### src/rtl/mux_rr_pkg.sv
// -----------------------------------------------------------------------------
// mux_rr_pkg
// Shared definitions for the round-robin mux scheduler:
//   - state_e     : scheduler state encoding (IDLE / GRANT)
//   - DEF_N/DEF_W : default select width and data word width
//   - wrap_start  : first index of a round-robin search, (last + 1) mod 2**n
// -----------------------------------------------------------------------------
package mux_rr_pkg;

    typedef enum logic {
        IDLE  = 1'b0,
        GRANT = 1'b1
    } state_e;

    localparam int DEF_N = 4;
    localparam int DEF_W = 8;

    // Start of the wrapped search: the slot just after the last winner.
    function automatic int unsigned wrap_start(input int unsigned last,
                                               input int unsigned n);
        return (last + 32'd1) % (32'd1 << n);
    endfunction

endpackage

### src/rtl/rr_pick.sv
// -----------------------------------------------------------------------------
// rr_pick
// Combinational round-robin picker. Scans eligible from (last+1) upward,
// wrapping, and returns the first set bit.
// Ports:
//   eligible [2**N] : candidate requests
//   last     [N]    : index of the previous winner
//   found    [1]    : at least one eligible bit is set
//   winner   [N]    : index of the chosen requester (0 when found=0)
// -----------------------------------------------------------------------------
module rr_pick
    import mux_rr_pkg::*;
#(
    parameter int N = DEF_N
) (
    input  logic [2**N-1:0] eligible,
    input  logic [N-1:0]    last,
    output logic            found,
    output logic [N-1:0]    winner
);

    logic [N-1:0] start;
    logic [N-1:0] idx;

    // NOTE: every signal written here gets a default before any conditional
    // assignment; a path that leaves one unassigned would infer a latch.
    always_comb begin
        start  = N'(wrap_start(32'(last), N));
        found  = 1'b0;
        winner = '0;
        idx    = '0;
        for (int i = 0; i < 2**N; i++) begin
            // N-bit addition wraps modulo 2**N on its own.
            idx = start + N'(i);
            if (!found && eligible[idx]) begin
                found  = 1'b1;
                winner = idx;
            end
        end
    end

endmodule

### src/rtl/mux_rr_scheduler.sv
// -----------------------------------------------------------------------------
// mux_rr_scheduler
// Round-robin scheduler sharing one selection path between 2**N requesters.
// Picks a winner, registers its select, captures its word and offers it
// downstream under valid/ready; the winner is acknowledged on the handshake.
// Optional feature macro: MUX_RR_SCHEDULER_LOCK_EN (adds 'lock' input; when
// set on a handshake with req[sel] still high, the same requester is
// re-granted for burst transfers without moving the rotation pointer).
// Ports:
//   clk        : clock, rising edge
//   rst_n      : asynchronous active-low reset
//   req        : per-requester request level, held until ack
//   in_data    : flattened words, requester i at [i*W +: W]
//   out_ready  : consumer ready
//   out_valid  : out_data valid (registered, high in GRANT)
//   out_data   : captured word of the current winner
//   sel        : registered index of current/last winner
//   ack        : one-hot pulse to the winner on the handshake cycle
//   busy       : high in GRANT
//   lock       : (MUX_RR_SCHEDULER_LOCK_EN only) hold grant for a burst
// -----------------------------------------------------------------------------
module mux_rr_scheduler
    import mux_rr_pkg::*;
#(
    parameter int N = DEF_N,
    parameter int W = DEF_W
) (
    input  logic                clk,
    input  logic                rst_n,
    input  logic [2**N-1:0]     req,
    input  logic [(2**N)*W-1:0] in_data,
    input  logic                out_ready,
`ifdef MUX_RR_SCHEDULER_LOCK_EN
    input  logic                lock,
`endif
    output logic                out_valid,
    output logic [W-1:0]        out_data,
    output logic [N-1:0]        sel,
    output logic [2**N-1:0]     ack,
    output logic                busy
);

    state_e         state_q, state_d;
    logic [N-1:0]   sel_q,   sel_d;
    logic [N-1:0]   last_q,  last_d;
    logic [W-1:0]   data_q,  data_d;

    logic           handshake;
    logic           relock;
    logic           load;
    logic [2**N-1:0] eligible;
    logic           found;
    logic [N-1:0]   winner;

    rr_pick #(.N(N)) u_pick (
        .eligible (eligible),
        .last     (last_q),
        .found    (found),
        .winner   (winner)
    );

    always_comb begin
        handshake = (state_q == GRANT) && out_ready;

`ifdef MUX_RR_SCHEDULER_LOCK_EN
        relock = handshake && lock && req[sel_q];
`else
        relock = 1'b0;
`endif

        // Mask the word being acknowledged this cycle so it is not re-granted.
        eligible = req;
        if (handshake) begin
            eligible[sel_q] = 1'b0;
        end

        // A new winner loads from IDLE or on a handshake (back-to-back).
        load = found && !relock && ((state_q == IDLE) || handshake);

        state_d = state_q;
        sel_d   = sel_q;
        last_d  = last_q;
        data_d  = data_q;

        if (load) begin
            state_d = GRANT;
            sel_d   = winner;
            last_d  = winner;
            data_d  = in_data[winner*W +: W];
        end else if (relock) begin
            // Burst continuation: same requester, rotation pointer untouched.
            data_d  = in_data[sel_q*W +: W];
        end else if (handshake) begin
            state_d = IDLE;
        end

        ack = '0;
        if (handshake) begin
            ack[sel_q] = 1'b1;
        end
    end

    // NOTE: sequential state uses non-blocking assignments so every flop
    // samples its _d value from before the edge, independent of block order.
    always_ff @(posedge clk or negedge rst_n) begin
        if (!rst_n) begin
            state_q <= IDLE;
            sel_q   <= '0;
            last_q  <= '1;  // first search then starts at index 0
            data_q  <= '0;
        end else begin
            state_q <= state_d;
            sel_q   <= sel_d;
            last_q  <= last_d;
            data_q  <= data_d;
        end
    end

    assign out_valid = (state_q == GRANT);
    assign busy      = (state_q == GRANT);
    assign out_data  = data_q;
    assign sel       = sel_q;

endmodule

### config.mk
export PLATFORM = sky130hd
export DESIGN_NAME = mux_rr_scheduler
export DESIGN_NICKNAME = d
export VERILOG_FILES = /design/src/rtl/mux_rr_pkg.sv /design/src/rtl/rr_pick.sv /design/src/rtl/mux_rr_scheduler.sv
export SDC_FILE = /design/constraint.sdc
export NUM_CORES = 1
export LEC_CHECK = 0
export ABC_CLOCK_PERIOD_IN_PS = 6800
export BUFFER_PORTS_ARGS = -buffer_cell sky130_fd_sc_hd__buf_2
export CAP_MARGIN = 20
export CORE_MARGIN = 5
export CORE_UTILIZATION = 48
export CTS_BUF_LIST = sky130_fd_sc_hd__clkbuf_8
export DETAILED_ROUTE_END_ITERATION = 6
export GPL_ROUTABILITY_DRIVEN = 0
export PLACE_DENSITY = 0.79
export SYNTH_ARGS = -nofsm -noshare
export SYNTH_HDL_FRONTEND = slang
export SYNTH_SLANG_ARGS = --single-unit
### constraint.sdc
create_clock -name clk -period 6.8 [get_ports clk]
set_input_delay 0 -clock clk [delete_from_list [all_inputs] [get_ports clk]]
set_output_delay 0 -clock clk [all_outputs]
set_load 0.05 [all_outputs]
==> out/results.txt, run 1 <==
syn nets = 696
first-pass GRT wire length = 24.98 mm
Ys Warns = 0
overflow left after global routing = 0
Die ar. = 11210 µm²
post-synthesis adder-cell area fraction = 2.268%
HP Class = in -> reg
post-CTS sizing = 0
DRT Pass-1 Iters = 6
CTS tree = done
Die Width = 105.9 µm
Avg Vias per Cell = 6.698
Synth top area share = 13.78%
setup TNS = 0 ns
Synth cell types = 91
layout cell share with drive strength beyond 1 = 40.98%
Synth Area in Compound Gates = 29.60%
max cap viols = 0
I/O pin total = 177
synth-to-layout area growth = 21.75%
met1 WL = 5.987 mm
Max clock buf depth = 2
max-slew violations = 0
CP Capture Type = flop
area leader, netlist = mux4_2
largest cells by area after synthesis = mux4_2 (14%), dfrtp_1 (7.4%), nand2_1 (5.3%)
Worst Tran Pin Value = 0.8416 ns
# clock sinks = 17
CTS HTree Levels = 1
Post-CTS Setup Bufs = 0
uppermost layer routed = met4
synthesized flop and latch total = 17
most frequent cells after synthesis = nand2_1 (62), nand3_1 (41), nor2_1 (33)
# diodes = 0
kind of critical path = reg -> reg
via count = 5385
DPL Wire Length = 13.62 mm
Synth Area in Simple Gates = 27.56%
Die Y = 105.9 µm
mean post-synth cell area = 8.157 µm²
Post-synth ARST share = 100.0%
Final setup viols = 0
initial antenna violation count = 0
fmax = 0.1587 GHz
met2 wire length = 7.914 mm
nets = 849
CTS clk-pin slew, worst paths = 0.06 ns
Clock Skew = 0.0004816 ns
Routed WL = 16.38 mm
most common cell in the synthesized netlist = nand2_1
Num CTS Buffers = 3
DR DRC count = 0
vias in the first global route = 5123
worst skew pair latency = 0.25 ns
crit share post-route = 92.64%
largest net degree at the start of global routing = 34
XOR/XNOR share of the synthesized area = 3.771%
number of synthesized flops with an enable pin = 0
Hold Buf Count CTS = 1
largest family of logic cells by synthesized area = compound AO/OA/AOI/OAI gates
Synth Instances = 541
final hold violation count = 0
remaining antenna violation count = 0
register area share after synthesis = 9.753%
Worst EP required = 6.92 ns
Buffers on Ports = 176
arrival time worst endpoint = 6.42 ns
Rows = 35
CTS root buf = clkbuf_8
initial DRC count = 612
Min Clock Period, post-route = 6.299 ns
WL met3 = 1.676 mm
slew margin rel. = 43.76%
Main synth FF type = dfrtp_1
CP startpoint kind = flop
core region area = 9109 µm²
mux contribution to synthesized area = 20.98%
Critical Path Fanout Max = 32
GRT Overall Usage = 27.42%
RSZ-0062 raised after global routing = no
Initial Utilization = 48.45%
mapped cell area = 4413 µm²
status = completed
mean routed wirelength per cell = 20.38 µm
[routing by layer]
| layer | global-route usage (%) | vias to the layer above |
|---|---|---|
| met1 | 34.08 | 2498 |
| met2 | 45.63 | 384 |
| li1 | - | 2428 |
| met3 | 5.389 | 75 |
| met5 | 0 | - |
| met4 | 12.86 | 0 |
[final timing paths]
kind                       cells after the start  slack, ns      start          end
max in group asynchronous                      2       6.29      rst_n    last_q[2]
max reg2reg                                   18       0.50  last_q[0]  out_data[2]
min reg2reg                                    2       0.47  last_q[3]    last_q[3]
min in group asynchronous                      2       0.19      rst_n       sel[1]
max                                           18       0.50  last_q[0]  out_data[2]
min                                            3       0.15  out_ready         busy
[worst max-delay path, cell delays in order, from the launching register on]
cell	delay (ns)
dfstp_2	0.71
inv_1	0.12
ha_1	0.46
buf_4	0.26
inv_2	0.23
ha_1	0.27
nand2_1	0.13
xnor2_1	0.40
o41ai_1	0.15
o21a_1	0.22
or3_1	0.64
nor4_4	0.60
a21o_1	0.15
a311oi_2	0.05
o21a_4	0.31
nor2_4	0.68
mux4_2	0.41
a22oi_1	0.26
o211ai_2	0.11
[area by class of cell]
cell class | count | area (µm²)
Fill cell | 868 | 3736
Multi-Input combinational cell | 470 | 3729
Timing Repair Buffer | 189 | 980.9
Sequential cell | 17 | 430.4
Tap cell | 111 | 138.9
Inverter | 13 | 48.80
Clock buffer | 3 | 41.29
Clock inverter | 1 | 3.754
[flip-flops by register name, summed over array words and instances (netlist names)]
| name | cells |
|---|---|
| out_data | 8 |
| last_q | 4 |
| sel | 4 |
| busy | 1 |
[kinds of logic after synthesis]
logic type	count (synthesis)
compound gates	166
simple gates	227
flops	17
fa+ha+maj	8
xor+xnor	14
mux	55
buf+inv	54
[per-stage QoR]
| step | utilization [%] | setup slack, ns | cell area (µm²) | hold slack (ns) | cells |
|---|---|---|---|---|---|
| final | 58.98 | 0.5006 | 5373 | 0.1489 | 804 |
| after global routing | 58.98 | 0.1461 | 5373 | 0.1859 | 804 |
| after detailed placement | 58.38 | 0.7013 | 5318 | -0.05725 | 799 |
| after CTS | 58.98 | 0.6570 | 5373 | 0.1499 | 804 |
| after global placement | 58.38 | 0.8853 | 5318 | -0.06766 | 799 |
| after floorplan | - | 1.485 | 4413 | -0.2956 | 541 |
[cells in the final DEF (no fill, tap or decap), types with 9 or more instances in the layout]
master,count
mux2i_1,10
o22ai_1,10
nand2_1,62
inv_1,9
mux2_2,11
a21boi_0,9
buf_2,176
a21oi_1,20
nor2_1,33
nand3_1,41
o21ai_0,23
dfrtp_1,13
mux4_2,27
buf_4,12
nor3_1,16
a22oi_1,10
Power of run 1 is not shown: default switching activity piles up to over one toggle a cycle in this logic, so the estimate is an artifact.
==> run 2, diff against run 1 <==
--- a/config.mk
+++ b/config.mk
@@ -5,7 +5,7 @@
 export SDC_FILE = /design/constraint.sdc
 export NUM_CORES = 1
 export LEC_CHECK = 0
-export ABC_CLOCK_PERIOD_IN_PS = 6800
+export ABC_CLOCK_PERIOD_IN_PS = 6900
 export BUFFER_PORTS_ARGS = -buffer_cell sky130_fd_sc_hd__buf_2
 export CAP_MARGIN = 20
 export CORE_MARGIN = 5
==> constraint.sdc (replaced) <==
create_clock -name clk -period 6.9 [get_ports clk]
set_input_delay 0 -clock clk [delete_from_list [all_inputs] [get_ports clk]]
set_output_delay 0 -clock clk [all_outputs]
set_load 0.05 [all_outputs]
==> out/results.txt, run 2 (synthesis gave the netlist of run 1 again) <==
CTS root buf = clkbuf_8
layout cell share with drive strength beyond 1 = 41.44%
Die Y = 105.9 µm
slew margin rel. = 49.29%
Rows = 35
Crit. path cell count = 16
max-slew violations = 0
GRT Overall Usage = 27.72%
most frequent cells in the layout = buf_2 (176), nand2_1 (62), nand3_1 (41)
# clock sinks = 17
CP startpoint = last_q[0]
via count = 5406
DRT Pass-1 Iters = 7
synth-to-layout area growth = 22.23%
CP startpoint kind = flop
Num CTS Buffers = 3
DR DRC count = 4
Critical Path Fanout Max = 46
largest net degree at the start of global routing = 47
Buf/Inv on CP = 1
Reg-to-Reg Start = last_q[0]
worst skew pair latency = 0.25 ns
setup TNS = 0 ns
I/O pin total = 177
slowest stage delay, CP = 0.88 ns
max reg flops = 8
R2R depth = 16
Avg Vias per Cell = 6.707
vias in the first global route = 5121
CTS clk-pin slew, worst paths = 0.07 ns
max cap viols = 0
mean routed wirelength per cell = 20.39 µm
kind of critical path = reg -> reg
Crit path max-delay family = simple AND/OR/NAND/NOR gates
Die Width = 105.9 µm
Min Clock Period, post-route = 6.323 ns
CTS HTree Levels = 1
initial antenna violation count = 0
CTS tree = done
first-pass GRT wire length = 25.34 mm
Routed WL = 16.43 mm
overflow left after global routing = 0
WHS Path Cells = 3
nets = 851
HP Class = in -> reg
Worst Tran Pin Value = 0.7395 ns
Max clock buf depth = 2
fmax = 0.1581 GHz
Post-CTS Setup Bufs = 0
Buffers on Ports = 176
Initial Utilization = 48.45%
DPL Wire Length = 13.58 mm
hold wc startpoint = out_ready
CP Capture Type = flop
hold slack = 0.1689 ns
crit-path most repeated cell = nor3_1
Clock Skew = 0.005650 ns
slowest CP cell = dfstp_4
failing checks = design-rule violations
arrival time worst endpoint = 6.44 ns
initial DRC count = 687
remaining antenna violation count = 0
core region area = 9109 µm²
status = complete, but fails checks
critical-path cell list = ha_1 -> xor3_1 -> nand2_1 -> nor3_1 -> nor4_1 -> o21a_1 -> or3_1 -> nor3_1 -> or4_1 -> a311oi_2 -> o21a_4 -> nor2_4 -> buf_4 -> mux4_2 -> a22oi_1 -> o211ai_2
final hold violation count = 0
Worst EP required = 7.02 ns
Die ar. = 11210 µm²
crit share post-route = 91.64%
RSZ-0062 raised after global routing = no
most common cell after layout, fill and taps aside = buf_2
Final setup viols = 0
# diodes = 0
==> run 2: cell types whose count changed in the layout (fill, tap and decap cells not counted), sizes merged <==
cell,delta
inv,-1
clkinv,+1
buf,+2
==> run 2: layout make-up <==
cell class                 instances  area (µm²)
clock buffer                       3       41.29
clock inverter                     1       5.005
fill                             840        3715
inverter                          13       48.80
multi-input combinational        470        3730
sequential                        17       434.2
tap                              111       138.9
timing repair buffer             191       996.0
==> run 2: path summary, 6_finish.rpt <==
kind / end / slack (ns)
max: out_data[4] / 0.58
min: busy / 0.17
max reg2reg: out_data[4] / 0.58
min reg2reg: last_q[3] / 0.49
max in group asynchronous: last_q[1] / 6.35
min in group asynchronous: out_data[0] / 0.22
==> run 2: worst min-delay path, cell delays in order <==
cell and delay (ns):
buf_2 0.16, or2b_1 0.16, nand2_1 0.06
==> run 2: repair_timing <==
item	CTS	global route
endpoints found under the setup margin	0	8
hold buffers	1	0
gates resized for setup	0	2
hold endpoints to repair	17	0
==> run 2: metal layers <==
layer  global-route usage, %  wire (µm)  part of all wire [%]  up-vias
met3                   5.205       1928                    12       54
met5                       0          0                     0        -
li1                        -          -                     -     2436
met1                   34.41       5764                    35     2521
met2                   48.63       8309                    51      395
met4                   8.326        429                   2.6        0
==> run 2: through the flow <==
stage / worst slack (ns) / std cells / utilization (%) / area, µm²
4_1_cts: 0.5051 / 806 / 59.16 / 5389
3_5_place_dp: 0.5236 / 801 / 58.54 / 5333
2_1_floorplan: 1.585 / 541 / - / 4413
5_1_grt: 0.1585 / 806 / 59.22 / 5394
6_report: 0.5767 / 806 / 59.22 / 5394
3_3_place_gp: 0.6384 / 801 / 58.54 / 5333
Power of run 2 is left out for the same reason.
